[src/rtl/risc_div_pkg.sv]
// Shared definitions for the parametrised divider: legal radix choices,
// counter sizing and the Euclidean result fix-up used by the datapath.
package risc_div_pkg;

    // Widest operand the result-fix helpers can handle.
    localparam int MAXW = 128;

    // Bit b set means b quotient bits per cycle is a legal choice (1, 2, 4).
    localparam logic [7:0] ALLOWED_BPC = 8'b0001_0110;

    localparam logic [MAXW-1:0] ONE = {{(MAXW-1){1'b0}}, 1'b1};

    // Operation phase decoded from the step counter.
    typedef enum logic [1:0] {
        PH_LOAD   = 2'd0,
        PH_ITER   = 2'd1,
        PH_RESULT = 2'd2
    } phase_t;

    function automatic logic bpc_allowed(input int b);
        return (b >= 0 && b < 8) ? ALLOWED_BPC[b] : 1'b0;
    endfunction

    // Smallest r with 2**r >= v.
    function automatic int clog2(input int v);
        int r;
        r = 0;
        for (int i = 0; i < 31; i++) begin
            if ((1 << i) < v) r = i + 1;
        end
        return r;
    endfunction

    function automatic logic [MAXW-1:0] width_mask(input int w);
        return (w >= MAXW) ? {MAXW{1'b1}} : ((ONE << w) - ONE);
    endfunction

    // Euclidean quotient from the unsigned quotient qa / remainder ra of
    // |x| / |y|; a zero divisor forces an all-ones quotient.
    function automatic logic [MAXW-1:0] fix_quot(
        input logic [MAXW-1:0] qa,
        input logic [MAXW-1:0] ra,
        input logic            sx,
        input logic            sy,
        input logic            zf,
        input int              w
    );
        logic [MAXW-1:0] m;
        logic [MAXW-1:0] q0;
        logic [MAXW-1:0] q;
        m  = width_mask(w);
        q0 = sx ? ((ra == '0) ? -qa : -(qa + ONE)) : qa;
        q0 = q0 & m;
        q  = sy ? -q0 : q0;
        q  = q & m;
        if (zf) q = m;
        return q;
    endfunction

    // Euclidean remainder: always in 0 .. |y|-1; equals x when y is zero.
    function automatic logic [MAXW-1:0] fix_rem(
        input logic [MAXW-1:0] ra,
        input logic [MAXW-1:0] ay,
        input logic            sx,
        input int              w
    );
        logic [MAXW-1:0] r;
        r = (sx && ra != '0) ? (ay - ra) : ra;
        return r & width_mask(w);
    endfunction

endpackage

[src/rtl/risc_div_step.sv]
// One restoring radix-2 division step: shift the next dividend bit into the
// partial remainder and subtract the divisor when it fits.
module risc_div_step #(
    parameter int WIDTH = 32
) (
    input  logic [WIDTH:0]   rin,
    input  logic [WIDTH-1:0] d,
    input  logic             bit_in,
    output logic [WIDTH:0]   rout,
    output logic             q
);

    logic [WIDTH+1:0] t;
    logic [WIDTH+1:0] dx;

    // Trial subtraction; the remainder stays below the divisor so WIDTH+1 bits suffice.
    always_comb begin
        t    = {rin, bit_in};
        dx   = {2'b00, d};
        q    = (t >= dx);
        rout = q ? (WIDTH+1)'(t - dx) : (WIDTH+1)'(t);
    end

endmodule

[src/rtl/risc_divider_p.sv]
// Multi-cycle Euclidean integer divider with the core's run/stall/ce
// handshake. Step counter S: 0 = load, 1..ITER = iterate, ITER+1 = result.
module risc_divider_p
    import risc_div_pkg::*;
#(
    parameter int WIDTH          = 32,
    parameter int BITS_PER_CYCLE = 1
) (
    input  logic             clk,
    input  logic             rst,
    input  logic             ce,
    input  logic             run,
    input  logic             u,
    input  logic [WIDTH-1:0] x,
    input  logic [WIDTH-1:0] y,
    output logic             stall,
    output logic [WIDTH-1:0] quot,
    output logic [WIDTH-1:0] rem,
    output logic             dz
);

    localparam int ITER = WIDTH / BITS_PER_CYCLE;
    localparam int SW   = clog2(ITER + 2);
    localparam logic [SW-1:0] S_LAST = SW'(ITER + 1);

    generate
        if (!bpc_allowed(BITS_PER_CYCLE) || (WIDTH % BITS_PER_CYCLE) != 0
            || WIDTH < 4 || WIDTH >= MAXW) begin : g_bad_params
            $error("risc_divider_p: illegal WIDTH/BITS_PER_CYCLE combination");
        end
    endgenerate

    logic [SW-1:0]    s_reg;
    logic [SW-1:0]    s_next;
    phase_t           phase;
    logic             load_en;
    logic             iter_en;

    logic [WIDTH-1:0] dq_reg;    // dividend shifting out at the top, quotient in at the bottom
    logic [WIDTH:0]   rem_reg;   // partial remainder
    logic [WIDTH-1:0] ay_reg;    // |y|
    logic             sx_reg;
    logic             sy_reg;
    logic             zf_reg;

    logic             x_neg;
    logic             y_neg;
    logic [WIDTH-1:0] ax;
    logic [WIDTH-1:0] ay;

    logic [WIDTH:0]          r_chain [0:BITS_PER_CYCLE];
    logic [BITS_PER_CYCLE-1:0] q_bits;
    logic [WIDTH-1:0]        dq_next;

    // Step counter register; freezes while ce is low.
    always_ff @(posedge clk or posedge rst) begin
        if (rst) begin
            s_reg <= '0;
        end else if (ce) begin
            s_reg <= s_next;
        end
    end

    // Next step: advance while run is held, wrap after the result cycle.
    always_comb begin
        s_next = '0;
        if (run) begin
            s_next = (s_reg == S_LAST) ? '0 : s_reg + SW'(1);
        end
    end

    // Phase decode, stall and datapath enables.
    always_comb begin
        phase = PH_ITER;
        if (s_reg == '0)         phase = PH_LOAD;
        else if (s_reg == S_LAST) phase = PH_RESULT;
        stall   = run & (phase != PH_RESULT);
        load_en = ce & run & (phase == PH_LOAD);
        iter_en = ce & run & (phase == PH_ITER);
    end

    // Operand magnitudes; negation only for signed operands with the sign bit set.
    always_comb begin
        x_neg = u & x[WIDTH-1];
        y_neg = u & y[WIDTH-1];
        ax    = x_neg ? -x : x;
        ay    = y_neg ? -y : y;
    end

    assign r_chain[0] = rem_reg;

    // BITS_PER_CYCLE restoring steps per cycle, most significant dividend bit first.
    generate
        for (genvar gi = 0; gi < BITS_PER_CYCLE; gi++) begin : g_step
            risc_div_step #(.WIDTH(WIDTH)) u_step (
                .rin    (r_chain[gi]),
                .d      (ay_reg),
                .bit_in (dq_reg[WIDTH-1-gi]),
                .rout   (r_chain[gi+1]),
                .q      (q_bits[BITS_PER_CYCLE-1-gi])
            );
        end
    endgenerate

    assign dq_next = (dq_reg << BITS_PER_CYCLE) | WIDTH'(q_bits);

    // Working registers: capture operands at load, iterate afterwards, hold otherwise.
    always_ff @(posedge clk or posedge rst) begin
        if (rst) begin
            dq_reg  <= '0;
            rem_reg <= '0;
            ay_reg  <= '0;
            sx_reg  <= 1'b0;
            sy_reg  <= 1'b0;
            zf_reg  <= 1'b0;
        end else if (load_en) begin
            dq_reg  <= ax;
            rem_reg <= '0;
            ay_reg  <= ay;
            sx_reg  <= x_neg;
            sy_reg  <= y_neg;
            zf_reg  <= (y == '0);
        end else if (iter_en) begin
            dq_reg  <= dq_next;
            rem_reg <= r_chain[BITS_PER_CYCLE];
        end
    end

    // Euclidean fix-up of the unsigned quotient/remainder held in the working registers.
    always_comb begin
        quot = WIDTH'(fix_quot(MAXW'(dq_reg), MAXW'(rem_reg), sx_reg, sy_reg, zf_reg, WIDTH));
        rem  = WIDTH'(fix_rem(MAXW'(rem_reg), MAXW'(ay_reg), sx_reg, WIDTH));
        dz   = zf_reg;
    end

endmodule
[config.mk]
export PLATFORM = sky130hd
export DESIGN_NAME = risc_divider_p
export DESIGN_NICKNAME = d
export VERILOG_FILES = /design/src/rtl/risc_div_pkg.sv /design/src/rtl/risc_div_step.sv /design/src/rtl/risc_divider_p.sv
export SDC_FILE = /design/constraint.sdc
export NUM_CORES = 1
export LEC_CHECK = 0
export ABC_AREA = 1
export CAP_MARGIN = 10
export CORE_MARGIN = 5
export CORE_UTILIZATION = 35
export CTS_BUF_LIST = sky130_fd_sc_hd__clkbuf_16
export DETAILED_ROUTE_END_ITERATION = 10
export REMOVE_ABC_BUFFERS = 1
export SYNTH_ARGS = -nofsm -noshare
export SYNTH_HDL_FRONTEND = slang
export SYNTH_SLANG_ARGS = --single-unit
export TNS_END_PERCENT = 50
[constraint.sdc]
create_clock -name clk -period 9.25 [get_ports clk]
set_input_delay 1.85 -clock clk [delete_from_list [all_inputs] [get_ports clk]]
set_output_delay 1.85 -clock clk [all_outputs]
set_load 0.005 [all_outputs]
==> results.yml <==
placed_design:
  place_congestion: 0.939
  io_buffer_count: 134
  dpl.hpwl_microns: 35800
setup_path:
  worstSetupPathType: "reg2out"
  cp_data_required_time_ns: 7.40
  cp_max_fo: 37
  cp-startpoint: "rem_reg[29]"
  worst-r2r-cell-count: 15
  worstPathArrival_ns: 4.17
  r2r_setup_slack_ns: 5.15
  startpoint_type: "register"
  r2r-end: "rem_reg[24]"
  timing.rr.start: "dq_reg[31]"
  endpoint_kind: "output port"
clocking:
  clock_sinks: 106
  cts-resized-gates: 0
  cts_tree: "done"
  cts_setup_buffers: 0
  ctsHoldBuffers: 0
  cts_max_level: 3
  root_buffer: "clkbuf_16"
  cts_made_buffers: 9
  clk_pin_slew_ns: 0.08
  worstSkewPairLatency_ns: 0.38
  clk_path_buf_depth: 2
yosys:
  post-synth-top-area-cell: "dfrtp_1"
  synth_common_cells: "nand2_1 (580), nand3_1 (239), inv_1 (237)"
  syn_area_per_cell_sq_um: 6.05
  yosysSeqAreaShare_pct: 20.6
  synth_edf_count: 0
  ys_seq_elements: 106
  syn_inst: 2129
  synth.distinct_cells: 58
  async_flop_share_pct: 100
  yosysTopAreaCellShare_pct: 20.6
  ys.flop_type: "dfrtp_1"
  synthTopCellsByArea: "dfrtp_1 (21%), nand2_1 (17%), nand3_1 (9.3%)"
  yosys_warnings: 0
  synth_most_common_cell: "nand2_1"
  synth.cell_area_sq_mm: 0.0129
routing:
  avgRoutedWirePerCell_microns: 16.6
  drt_iter0_markers: 1158
  dr.pass1.iters: 5
  routed_wl_microns: 44900
  drc: 0
  via_per_inst: 5.31
  vias: 14300
  postRouteAntennaNets: 0
sta:
  setup-violations-final: 0
  hold_viol_final: 0
  rsz0062_at_grt: "no"
  min_period_over_period_pct: 65.1
  tightest_slew_ns: 0.975
  timing.hold.ws_ns: 0.513
  slew_viol_final: 0
  fmax_mhz: 166
  setup_tns_ns: 0
  relSlewSlack_pct: 34.8
  clock_skew_ns: 0.0183
  finalWorstPathRequiredPeriod_ns: 6.02
global_route:
  grt.total_usage_pct: 21.4
  grt_max_degree: 63
  antenna_found_initial: 1
  grt_pass1_vias: 13700
  overflow: 0
  grt_first_pass_wirelength_microns: 71900
power:
  p_int_w: 0.00307
  switchingPower_w: 0.00381
  power_density_mw_per_mm2: 460
  irDropWorstVdd_v: 0.000149
  clock_power_share_pct: 6.0
  total_leakage_power_nw: 7.02
  swShare_pct: 55.4
  seqPwrFrac_pct: 13.6
  comb_power_share_pct: 80.4
floorplan:
  num_rows: 70
  ios: 135
  initial_core_util_pct: 35.3
  die_y_microns: 202
  core_area_sq_mm: 0.0364
  die_area_sq_mm: 0.0407
  die_w_microns: 202
final_layout:
  largest_reg_flops: 33
  regArea_sq_mm: 0.00265
  multi_input_area_sq_mm: 0.00903
  drive_gt1_share_pct: 5.21
  area_delta_synth_final_pct: 16.0
  fillers: 3966
  fin_nets: 2364
flow_run:
  cap_violations: 0
outcome:
  status: "complete, no violations"
hold_path:
  hold_path_class: "reg2reg"
  min_from: "rem_reg[32]"
  min_path_cells: 2
  hold_path_end: "rem_reg[32]"
==> worst max-delay path by stage <==
stage                  to  slack [ns]  cells after the start
2_1_floorplan  dq_reg[31]        2.55                      8
3_3_place_gp     quot[31]        3.64                     15
3_5_place_dp     quot[30]        3.61                     15
4_1_cts          quot[30]        3.19                     15
5_1_grt          quot[30]        2.87                     17
6_report         quot[24]        3.23                     13
==> cells in the final DEF (no fill, tap or decap), types with 5 or more instances in the layout <==
master | synthesis | layout
nand2_1 | 580 | 579
nand3_1 | 239 | 239
inv_1 | 237 | 236
nor2_1 | 213 | 212
o21ai_0 | 156 | 156
clkdlybuf4s50_1 | 0 | 134
a21oi_1 | 108 | 107
dfrtp_1 | 106 | 106
ha_1 | 70 | 70
xor2_1 | 42 | 42
xnor2_1 | 41 | 41
nand4_1 | 38 | 38
nor3_1 | 34 | 34
nand2_2 | 26 | 27
o221ai_1 | 17 | 17
a22oi_1 | 14 | 14
o21ai_1 | 12 | 12
buf_4 | 1 | 12
o211ai_1 | 10 | 10
or2_2 | 9 | 9
clkbuf_16 | 0 | 9
nand3b_1 | 8 | 8
nor2_2 | 8 | 8
a31oi_1 | 8 | 8
a21o_1 | 7 | 7
o21a_1 | 7 | 7
inv_2 | 7 | 7
nor4_1 | 7 | 7
nor2_4 | 6 | 7
nand3_2 | 6 | 6
o21ai_2 | 5 | 5
==> cells by family after synthesis <==
kind of cell / after synthesis / share of synthesized area [%]
and+or+nand+nor: 1185 / 40.5
AOI/OAI and AO/OA: 371 / 16.8
buffers and inverters: 312 / 9.41
DFF: 106 / 20.6
xor gates and xnor gates: 83 / 5.65
adders and majority gates: 72 / 7.11
==> metal layers <==
layer	wire, microns	track usage (%)	up-vias	part of all wire [%]
met2	21000	35.5	340	47
met4	1370	7.15	0	3.1
met1	20500	28.7	6637	46
met3	2020	2.92	72	4.5
met5	0	0	-	0
li1	-	-	7272	-
==> metrics by stage <==
| step | util [%] | cell area [sq um] | worst slack [ns] | power (W) | std cells |
|---|---|---|---|---|---|
| after global routing | 41.0 | 14900 | 2.87 | 0.00758 | 2697 |
| after CTS | 41.0 | 14900 | 3.19 | 0.00687 | 2696 |
| final | 41.0 | 14900 | 3.23 | 0.00688 | 2697 |
| after floorplan | - | 12600 | 2.55 | 0.00456 | 2066 |
| after global placement | 40.2 | 14600 | 3.64 | 0.00639 | 2680 |
| after detailed placement | 40.2 | 14600 | 3.61 | 0.00641 | 2680 |
==> power groups by stage <==
stage	Clock [W]	Combinational (W)	Sequential (W)
detailed placement	0	0.00547	0.000938
finish	0.000415	0.00553	0.000935
CTS	0.000427	0.00551	0.000929
floorplan	0	0.00367	0.000892
global placement	0	0.00545	0.000931
global route	0.000442	0.00617	0.000971
==> area by class of cell <==
cell class | instances | share of cell area [%]
sequential | 106 | 17.8
timing repair buffer | 146 | 9.58
antenna | 1 | 0.0167
clock inverter | 7 | 0.528
tap | 468 | 3.92
inverter | 249 | 6.29
multi-input combinational | 1711 | 60.4
clock buffer | 9 | 1.51
==> critical path, cell delays in order (launching register included) <==
cell	delay, ns
dfrtp_1	0.45
nor3_1	0.32
nand2_2	0.27
o21bai_4	0.64
buf_4	0.55
nand3_2	0.12
nand2_2	0.12
nand3_1	0.08
nor2_1	0.24
nand2_1	0.10
nand2_2	0.13
nand4_1	0.12
nand3_1	0.10
clkdlybuf4s50_1	0.54
Power figures use the tool's default switching activity.
